File: src/rtl/ps2_pkg.sv
// Shared types and constants for the PS/2 key sequencer.
// Also holds the shift-dependent ASCII case translation helper.
package ps2_pkg;

  typedef enum logic [2:0] {
    IDLE    = 3'd0,
    BRK     = 3'd1,
    EXT     = 3'd2,
    EXT_BRK = 3'd3,
    LOOKUP  = 3'd4
  } ps2_state_e;

  localparam logic [7:0] BREAK_CODE = 8'hF0;
  localparam logic [7:0] EXT_CODE   = 8'hE0;
  localparam logic [7:0] LSHIFT     = 8'h12;
  localparam logic [7:0] RSHIFT     = 8'h59;

  localparam int DEFAULT_FIFO_DEPTH = 8;

  // Held shift upper-cases letters; a released shift lower-cases them.
  function automatic logic [7:0] ascii_xlate(input logic shift, input logic [7:0] a);
    logic [7:0] r;
    if (shift && (a >= 8'h61) && (a <= 8'h7A)) begin
      r = a - 8'h20;
    end else if (!shift && (a >= 8'h41) && (a <= 8'h5A)) begin
      r = a + 8'h20;
    end else begin
      r = a;
    end
    return r;
  endfunction

endpackage

File: src/rtl/ps2_ascii_fifo.sv
// First-word-fall-through byte FIFO for translated ASCII characters.
// A push while full is accepted only when a pop frees a slot in the same cycle.
module ps2_ascii_fifo
  import ps2_pkg::*;
#(
  parameter int DEPTH = DEFAULT_FIFO_DEPTH
) (
  input  logic       clock,
  input  logic       reset,
  input  logic       push,
  input  logic [7:0] push_data,
  input  logic       pop,
  output logic       full,
  output logic       empty,
  output logic [7:0] head
);

  localparam int AW = $clog2(DEPTH);

  logic [7:0]    mem_q [DEPTH];
  logic [AW-1:0] wr_q;
  logic [AW-1:0] rd_q;
  logic [AW:0]   cnt_q;
  logic          do_push;
  logic          do_pop;

  assign empty   = (cnt_q == {(AW+1){1'b0}});
  assign full    = (cnt_q == (AW+1)'(DEPTH));
  assign do_pop  = pop && !empty;
  assign do_push = push && (!full || do_pop);
  assign head    = empty ? 8'h00 : mem_q[rd_q];

  always_ff @(posedge clock) begin
    if (do_push) begin
      mem_q[wr_q] <= push_data;
    end
  end

  always_ff @(posedge clock) begin
    if (reset) begin
      wr_q  <= {AW{1'b0}};
      rd_q  <= {AW{1'b0}};
      cnt_q <= {(AW+1){1'b0}};
    end else begin
      if (do_push) begin
        wr_q <= wr_q + AW'(1);
      end
      if (do_pop) begin
        rd_q <= rd_q + AW'(1);
      end
      case ({do_push, do_pop})
        2'b10:   cnt_q <= cnt_q + (AW+1)'(1);
        2'b01:   cnt_q <= cnt_q - (AW+1)'(1);
        default: cnt_q <= cnt_q;
      endcase
    end
  end

endmodule

File: src/rtl/ps2_key_sequencer.sv
// Decodes PS/2 set-2 make/break/extended sequences, tracks shift and queues
// ASCII bytes from an external keycode lookup into a FWFT FIFO.
module ps2_key_sequencer
  import ps2_pkg::*;
#(
  parameter int FIFO_DEPTH = DEFAULT_FIFO_DEPTH
) (
  input  logic       clock,
  input  logic       reset,
  input  logic       scan_valid,
  input  logic [7:0] scan_code,
  output logic       scan_ready,
  output logic [7:0] keycode,
  input  logic [7:0] a_code,
  output logic       out_valid,
  output logic [7:0] out_data,
  input  logic       out_ready,
  output logic       shift_held,
  output logic       overflow,
  input  logic       overflow_clr
);

  ps2_state_e state_q, state_d;
  logic [7:0] keycode_q, keycode_d;
  logic       shift_q, shift_d;
  logic       overflow_q, overflow_d;
  logic       accept;
  logic       is_shift;
  logic       push;
  logic       drop;
  logic       fifo_full;
  logic       fifo_empty;
  logic [7:0] push_data;

  assign scan_ready = (state_q != LOOKUP);
  assign accept     = scan_valid && scan_ready;
  assign is_shift   = (scan_code == LSHIFT) || (scan_code == RSHIFT);
  assign push_data  = ascii_xlate(shift_q, a_code);
  // A full FIFO only loses the byte when the consumer is not popping this cycle.
  assign drop       = push && fifo_full && !out_ready;

  always_comb begin
    state_d    = state_q;
    keycode_d  = keycode_q;
    shift_d    = shift_q;
    push       = 1'b0;
    case (state_q)
      IDLE: begin
        if (accept) begin
          if (scan_code == BREAK_CODE) begin
            state_d = BRK;
          end else if (scan_code == EXT_CODE) begin
            state_d = EXT;
          end else if (is_shift) begin
            shift_d = 1'b1;
          end else begin
            keycode_d = scan_code;
            state_d   = LOOKUP;
          end
        end else begin
          state_d = IDLE;
        end
      end
      BRK: begin
        if (accept) begin
          shift_d = is_shift ? 1'b0 : shift_q;
          state_d = IDLE;
        end else begin
          state_d = BRK;
        end
      end
      EXT: begin
        if (accept) begin
          state_d = (scan_code == BREAK_CODE) ? EXT_BRK : IDLE;
        end else begin
          state_d = EXT;
        end
      end
      EXT_BRK: begin
        if (accept) begin
          state_d = IDLE;
        end else begin
          state_d = EXT_BRK;
        end
      end
      LOOKUP: begin
        push    = (a_code != 8'h00);
        state_d = IDLE;
      end
      default: state_d = IDLE;
    endcase
    if (drop) begin
      overflow_d = 1'b1;
    end else if (overflow_clr) begin
      overflow_d = 1'b0;
    end else begin
      overflow_d = overflow_q;
    end
  end

  always_ff @(posedge clock) begin
    if (reset) begin
      state_q    <= IDLE;
      keycode_q  <= 8'h00;
      shift_q    <= 1'b0;
      overflow_q <= 1'b0;
    end else begin
      state_q    <= state_d;
      keycode_q  <= keycode_d;
      shift_q    <= shift_d;
      overflow_q <= overflow_d;
    end
  end

  ps2_ascii_fifo #(.DEPTH(FIFO_DEPTH)) u_fifo (
    .clock     (clock),
    .reset     (reset),
    .push      (push),
    .push_data (push_data),
    .pop       (out_ready),
    .full      (fifo_full),
    .empty     (fifo_empty),
    .head      (out_data)
  );

  assign out_valid  = !fifo_empty;
  assign keycode    = keycode_q;
  assign shift_held = shift_q;
  assign overflow   = overflow_q;

endmodule
File: config.mk
export PLATFORM = sky130hd
export DESIGN_NAME = ps2_key_sequencer
export DESIGN_NICKNAME = d
export VERILOG_FILES = /design/src/rtl/ps2_pkg.sv /design/src/rtl/ps2_ascii_fifo.sv /design/src/rtl/ps2_key_sequencer.sv
export SDC_FILE = /design/constraint.sdc
export NUM_CORES = 1
export LEC_CHECK = 0
export ABC_AREA = 1
export CAP_MARGIN = 30
export CELL_PAD_IN_SITES_DETAIL_PLACEMENT = 0
export CELL_PAD_IN_SITES_GLOBAL_PLACEMENT = 2
export CORE_ASPECT_RATIO = 0.9
export CORE_MARGIN = 2
export CORE_UTILIZATION = 35
export CTS_CLUSTER_DIAMETER = 30
export DETAILED_ROUTE_END_ITERATION = 7
export PLACE_DENSITY = 0.76
export SLEW_MARGIN = 20
export SYNTH_ARGS = -nofsm -noshare
export SYNTH_HDL_FRONTEND = slang
export SYNTH_SLANG_ARGS = --single-unit
export TNS_END_PERCENT = 10
File: constraint.sdc
create_clock -name clock -period 2.7 [get_ports clock]
set_clock_uncertainty 0.1 [all_clocks]
set_input_delay 0.54 -clock clock [delete_from_list [all_inputs] [get_ports clock]]
set_output_delay 0.54 -clock clock [all_outputs]
set_load 0.05 [all_outputs]
Yosys cells after proc, flatten, opt, wreduce, memory -nomap -nowiden
Memory sizes are Yosys's and may differ from the RTL's. A register that Yosys moved wholly into a read port is not among the register bits.
Cells that the tools add are included.
{ "op_classes": {"n_eq_ne": 19, "n_reduce_logical": 23, "muxes": 27, "n_lt_le_gt_ge": 4, "add_sub_neg": 6, "bitwise_logic": 3} }
{ "op_table": {"columns": ["operator", "n"], "rows": [
  ["$mux W8", 3],
  ["$mux W3", 6],
  ["$eq A8 B8 Y1 const B", 2],
  ["$ge A8 B7 Y1 const B", 2],
  ["$le A8 B7 Y1 const B", 2],
  ["$mux W1", 12],
  ["$ne A2 B2 Y1 const B", 6],
  ["$pmux W3 S4", 1],
  ["$logic_and A1 B1 Y1", 9],
  ["$add A8 B6 Y8 const B", 1],
  ["$eq A8 B5 Y1 const B", 1],
  ["$eq A8 B7 Y1 const B", 1],
  ["$pmux W4 S2", 1],
  ["$reduce_bool A8 Y1", 1],
  ["$sub A8 B6 Y8 const B", 1],
  ["$reduce_and A7 Y1", 1],
  ["$add A3 B1 Y3 const B", 2],
  ["$eq A3 B2 Y1 const B", 2],
  ["$mux W2", 3],
  ["$reduce_bool A2 Y1", 3],
  ["$ne A5 B5 Y1 const B", 1],
  ["$reduce_and A5 Y1", 1],
  ["$add A4 B1 Y4 const B", 1],
  ["$eq A4 B4 Y1 const B", 1],
  ["12 further kinds", 18]
]} }
{ "word_totals": {"out_inout_bits": 20, "ramBits": 64, "mem_count": 1, "reg_bits": 23} }
{ "mem_list": {"columns": ["name", "depth", "word_bits", "rd", "rd_ports_with_merged_regs", "wr", "line", "rtl"], "rows": [
  ["u_fifo.mem_q", 8, 8, 1, 1, 1, "ps2_ascii_fifo.sv:20", "logic [7:0] mem_q [DEPTH];"]
]} }

Longest topological paths before layout
{ "logic_depth": {"word_depth": 7, "mapped_depth": 14, "depth_no_buf": 14} }

By module
From an unflattened synthesis, not the netlist that was laid out.
{ "unflattened": {"hier_cells": 466, "hier_area_um2": 4311.6} }
{ "by_module_without_submodules": {"columns": ["module", "seq_area_each_um2", "area_each_um2", "cells_per_inst", "instances"], "rows": [
  ["ps2_ascii_fifo", 2182.1, 3258.1, 285, 1],
  ["ps2_key_sequencer", 260.2, 1053.5, 181, 1]
]} }

Least setup slack after synthesis
OpenSTA, ideal clock, no wires.
{ "synth_path": {"path_kind": "flip-flop to flip-flop", "from": "reg u_fifo.cnt_q[0]", "to": "reg u_fifo.cnt_q[2]", "path_buffers": 0, "path_stages_with_launch": 14, "arrival_ps": 2078, "setup_ps": 115, "setup_slack_ps": 407, "synth_period_minus_slack_ps": 2293, "path_cell_list": "dfxtp_1 -> nor2_1 -> nand3_2 -> nand2_1 -> inv_2 -> ha_1 -> nand2_1 -> inv_1 -> nor2_1 -> ha_1 -> a21oi_1 -> xnor2_1 -> o21ai_0 -> inv_1"} }
{ "synth_between": {"elab_chain_cells": 7, "elab_cells_between_ends": 13} }
{ "synth_rtl": {"columns": ["item", "line", "rtl"], "rows": [
  ["start, declared", "ps2_ascii_fifo.sv:23", "logic [AW:0] cnt_q;"],
  ["start signal, assigned", "ps2_ascii_fifo.sv:43", "cnt_q <= {(AW+1){1'b0}};"],
  ["start signal, assigned", "ps2_ascii_fifo.sv:52", "2'b10: cnt_q <= cnt_q + (AW+1)'(1);"],
  ["start signal, assigned", "ps2_ascii_fifo.sv:53", "2'b01: cnt_q <= cnt_q - (AW+1)'(1);"],
  ["$logic_not A4 Y1 (*)", "ps2_ascii_fifo.sv:27", "assign empty = (cnt_q == {(AW+1){1'b0}});"],
  ["$logic_not A1 Y1 (*)", null, null],
  ["net out_valid", "ps2_key_sequencer.sv:15", "output logic out_valid,"],
  ["$logic_and A1 B1 Y1 (*)", "ps2_ascii_fifo.sv:29", "assign do_pop = pop && !empty;"],
  ["net u_fifo.do_pop", "ps2_ascii_fifo.sv:25", "logic do_pop;"],
  ["$logic_or A1 B1 Y1", "ps2_ascii_fifo.sv:30", "assign do_push = push && (!full || do_pop);"],
  ["$logic_and A1 B1 Y1", "ps2_ascii_fifo.sv:30", null],
  ["$eq A2 B1 Y1 or $eq A2 B2 Y1 (tied branches)", "ps2_ascii_fifo.sv:51", "case ({do_push, do_pop})"],
  ["$pmux W4 S2 or $reduce_bool A2 Y1 (tied branches)", null, null]
]} }
Mark *: on every way through the listed nets, which the timed path passes. The rest lies on a longest branch.
A chain may end at the register's enable or synchronous reset.

Final worst setup path
{ "layout_path": {"from": "in a_code[0]", "to": "reg u_fifo.cnt_q[2]"} }
{ "layout_between": {"elab_chain_cells": 5, "elab_cells_between_ends": 7} }
{ "layout_rtl": {"columns": ["item", "line", "rtl"], "rows": [
  ["start, declared", "ps2_key_sequencer.sv:14", "input logic [7:0] a_code,"],
  ["$reduce_bool A8 Y1 (*)", "ps2_key_sequencer.sv:87", "push = (a_code != 8'h00);"],
  ["$mux W1 (*)", "ps2_key_sequencer.sv:47", "case (state_q)"],
  ["$logic_and A1 B1 Y1 (*)", "ps2_ascii_fifo.sv:30", null],
  ["$eq A2 B1 Y1 or $eq A2 B2 Y1 (tied branches)", "ps2_ascii_fifo.sv:51", null],
  ["$pmux W4 S2 or $reduce_bool A2 Y1 (tied branches)", null, null],
  ["end signal, assigned", "ps2_ascii_fifo.sv:52", null],
  ["end signal, assigned", "ps2_ascii_fifo.sv:53", null],
  ["end signal, assigned", "ps2_ascii_fifo.sv:54", "default: cnt_q <= cnt_q;"]
]} }
Mark *: on every way between the ends. The rest lies on a longest branch, timed or not.

==> results.yml <==
setup_path:
  cp_data_arrival_time_ns: 2.58
  critical_path.reg2reg.endpoint: "u_fifo.cnt_q[2]"
  worstSetupStartpointType: "input port"
  worstPathMaxFanout: 4
  reg2reg_from: "u_fifo.cnt_q[0]"
  crit_required_ns: 2.83
  ff2ff_path_depth: 13
  setup.reg_to_reg.worst_slack_ns: 0.56
  timing.setup.critical_path_class: "in -> reg"
  cp-end-kind: "register"
detailed_routing:
  ant_nets: 0
  totalWireLength_um: 9950
  detailed_router_iteration_count_before_antenna_repair: 4
  vias_per_cell: 4.76
  vias: 3215
  routed_wire_length_per_instance_um: 14.7
  drt_iter0_drc: 181
  drc_errors_left: 0
floorplanning:
  num_io_pins: 41
  die-width_um: 118
  placementRows: 37
  die_h_um: 107
  dieArea_mm2: 0.0127
  initial_core_util_pct: 36.0
  core_mm2: 0.0114
yosys:
  ys_types: 28
  yosysWarningCount: 0
  synth.ff_latch_count: 90
  synthesis.area_per_instance_um2: 9.30
  syn-cell-area_mm2: 0.00412
  synth.net_count: 472
  yosysSeqAreaShare_pct: 59.3
  syn_inst: 443
grt:
  grt_first_pass_wirelength_um: 16200
  first_global_vias: 3017
  grt_util_all_layers_pct: 16.8
  antenna_found_initial: 0
  grt_overflow: 0
  grt_max_degree: 33
clock_network:
  clk_latency_ns: 0.34
  htree_num_levels: 3
  post_cts_hold_buffer_count: 0
  cell_at_the_root_of_the_clock_tree: "sky130_fd_sc_hd__clkbuf_16"
  clock-sinks: 90
  gates_resized_cts_repair: 0
  cts_tree: "built"
  clock_path_buffers: 2
  cts_post_setup_buffers_inserted: 0
  cts_made_buffers: 9
  clk_pin_slew_ns: 0.07
final_layout:
  area.growth.synth_to_final_pct: 25.7
  layout_common_cells: "sky130_fd_sc_hd__nor2_1, sky130_fd_sc_hd__edfxtp_1, sky130_fd_sc_hd__nand2_1"
  finalInstanceArea_mm2: 0.00518
  antenna-diode-count: 0
  post_route_cells_drive_above_1_share_pct: 13.9
  fillCellCount: 1142
  num-nets-final: 543
  layout.cells.most_common: "sky130_fd_sc_hd__nor2_1"
pwr:
  pwr_density_cell_mw_per_mm2: 858
  irDropWorstVdd_mv: 0.280
  p_leak_uw: 0.00205
sta:
  max_freq_ghz: 0.409
  final.period_utilization_pct: 90.6
  worst_setup_slack_after_layout_ns: 0.253
  slew_headroom_pct: 64.0
  setup_violations: 0
  layout_min_cycle_time_ns: 2.45
  final-max-slew-violation-count: 0
  rsz0062_at_grt: "false"
  hold_slack_ns: 0.363
  max_slew.worst_pin.slew_ns: 0.540
  finalHoldViolCount: 0
  fin_setup_tns_ns: 0
min_path:
  hold_path_depth: 2
  holdCritPathClass: "reg -> reg"
  worst_hold_path.endpoint: "u_fifo.rd_q[2]"
  hp-start: "u_fifo.rd_q[2]"
placement:
  hpwl_detailed_um: 7020
  place.gp.congestion: 0.815
  placement.setup.worst_slack_ns: -0.0827
  post_dp_cell_area_mm2: 0.00489
  portBuffers: 40
status:
  outcome: "finished, final reports clean"
run:
  max_cap_viol_count: 0
cell families after synthesis:
kind of cell,Yosys count,share of synthesized area [%]
multiplexers,8,1.94
flip-flops,90,59.3
AND/OR/NAND/NOR,201,20.6
XOR/XNOR,3,0.638
adder cells (fa/ha/maj),8,2.43
buffers and inverters,57,5.47
AO/OA/AOI/OAI,76,9.60
where the power goes:
group | switching, uW | internal [uW] | total [uW]
Combinational | 1090 | 540 | 1630
Sequential | 56.5 | 1560 | 1610
Clock | 558 | 642 | 1200
Total | 1700 | 2740 | 4440
registers in the layout, indices dropped and copies added, names as in the netlist, named ones only:
register,cells
keycode,8
overflow,1
shift_held,1
state_q,3
u_fifo.cnt_q,4
u_fifo.mem_q,64
u_fifo.rd_q,3
u_fifo.wr_q,3
worst max-delay path by stage:
stage	end	from	slack, ns
floorplan	u_fifo.cnt_q[2]	u_fifo.cnt_q[0]	0.41
global placement	u_fifo.cnt_q[2]	a_code[0]	0.04
detailed placement	u_fifo.cnt_q[2]	a_code[0]	-0.08
CTS	out_data[7]	register	0.22
global route	u_fifo.cnt_q[2]	a_code[0]	0.11
finish	u_fifo.cnt_q[2]	a_code[0]	0.25
per-layer routing:
layer | global-route usage, % | share of wire, % | routed length, um | up-vias
li1 | - | - | - | 1635
met1 | 23.5 | 49 | 4850 | 1512
met2 | 26.8 | 46 | 4530 | 58
met3 | 2.23 | 4.1 | 406 | 10
met4 | 6.20 | 1.5 | 154 | 0
met5 | 0 | 0 | 0 | -
cells in the mapped netlist:
library cell                 n  share of area, %
sky130_fd_sc_hd__edfxtp_1   64                47
sky130_fd_sc_hd__o21ai_0    32               3.9
sky130_fd_sc_hd__xor2_1      2              0.43
sky130_fd_sc_hd__nand4_1     3              0.46
sky130_fd_sc_hd__nand3_2     2              0.49
sky130_fd_sc_hd__nand2_2     4              0.61
sky130_fd_sc_hd__nor2_1    103               9.4
sky130_fd_sc_hd__dfxtp_1    26                13
sky130_fd_sc_hd__inv_2       7              0.64
sky130_fd_sc_hd__mux2i_1     8               1.9
sky130_fd_sc_hd__nor3_1      4              0.49
sky130_fd_sc_hd__nor2_2      2              0.30
sky130_fd_sc_hd__buf_2       9               1.1
sky130_fd_sc_hd__nand3_1    23               2.8
sky130_fd_sc_hd__clkinv_1    1             0.091
sky130_fd_sc_hd__ha_1        8               2.4
sky130_fd_sc_hd__nor2_8      1              0.49
sky130_fd_sc_hd__o22ai_1     8               1.2
sky130_fd_sc_hd__a21oi_1    16               1.9
sky130_fd_sc_hd__nor2_4      1              0.27
sky130_fd_sc_hd__o21ai_1    18               2.2
sky130_fd_sc_hd__clkbuf_1    3              0.27
sky130_fd_sc_hd__inv_1      37               3.4
sky130_fd_sc_hd__o211ai_1    1              0.18
sky130_fd_sc_hd__nand2_1    57               5.2
sky130_fd_sc_hd__nand3b_1    1              0.18
sky130_fd_sc_hd__a211oi_1    1              0.18
sky130_fd_sc_hd__xnor2_1     1              0.21
through the flow:
stage / total power [uW] / util (%) / instances
2_1_floorplan: 2740 / - / 443
3_3_place_gp: 3280 / 42.8 / 659
3_5_place_dp: 3280 / 42.8 / 659
4_1_cts: 4470 / 45.3 / 675
5_1_grt: 4690 / 45.3 / 675
6_report: 4440 / 45.3 / 675
worst max-delay path: stages:
cell and delay, ns:
sky130_fd_sc_hd__clkdlybuf4s50_1 0.48, sky130_fd_sc_hd__nor2_1 0.21, sky130_fd_sc_hd__nand4_1 0.20, sky130_fd_sc_hd__nand3_2 0.11, sky130_fd_sc_hd__ha_1 0.20, sky130_fd_sc_hd__nand2_1 0.08, sky130_fd_sc_hd__inv_1 0.06, sky130_fd_sc_hd__nor2_1 0.04
sky130_fd_sc_hd__ha_1 0.18, sky130_fd_sc_hd__a21oi_1 0.15, sky130_fd_sc_hd__xnor2_1 0.10, sky130_fd_sc_hd__o21ai_0 0.16, sky130_fd_sc_hd__inv_1 0.05
cell type report:
class / count / area, um2 / share of cell area [%]
well taps: 156 / 195 / 3.77
inverters: 45 / 169 / 3.26
clock buffers: 9 / 225 / 4.35
flip-flops and latches: 90 / 2440 / 47.2
multi-input cells: 296 / 1450 / 28.1
repair buffers: 72 / 633 / 12.2
clock inverters: 7 / 60.1 / 1.16
Note: power is estimated with default switching activity, not from simulation.
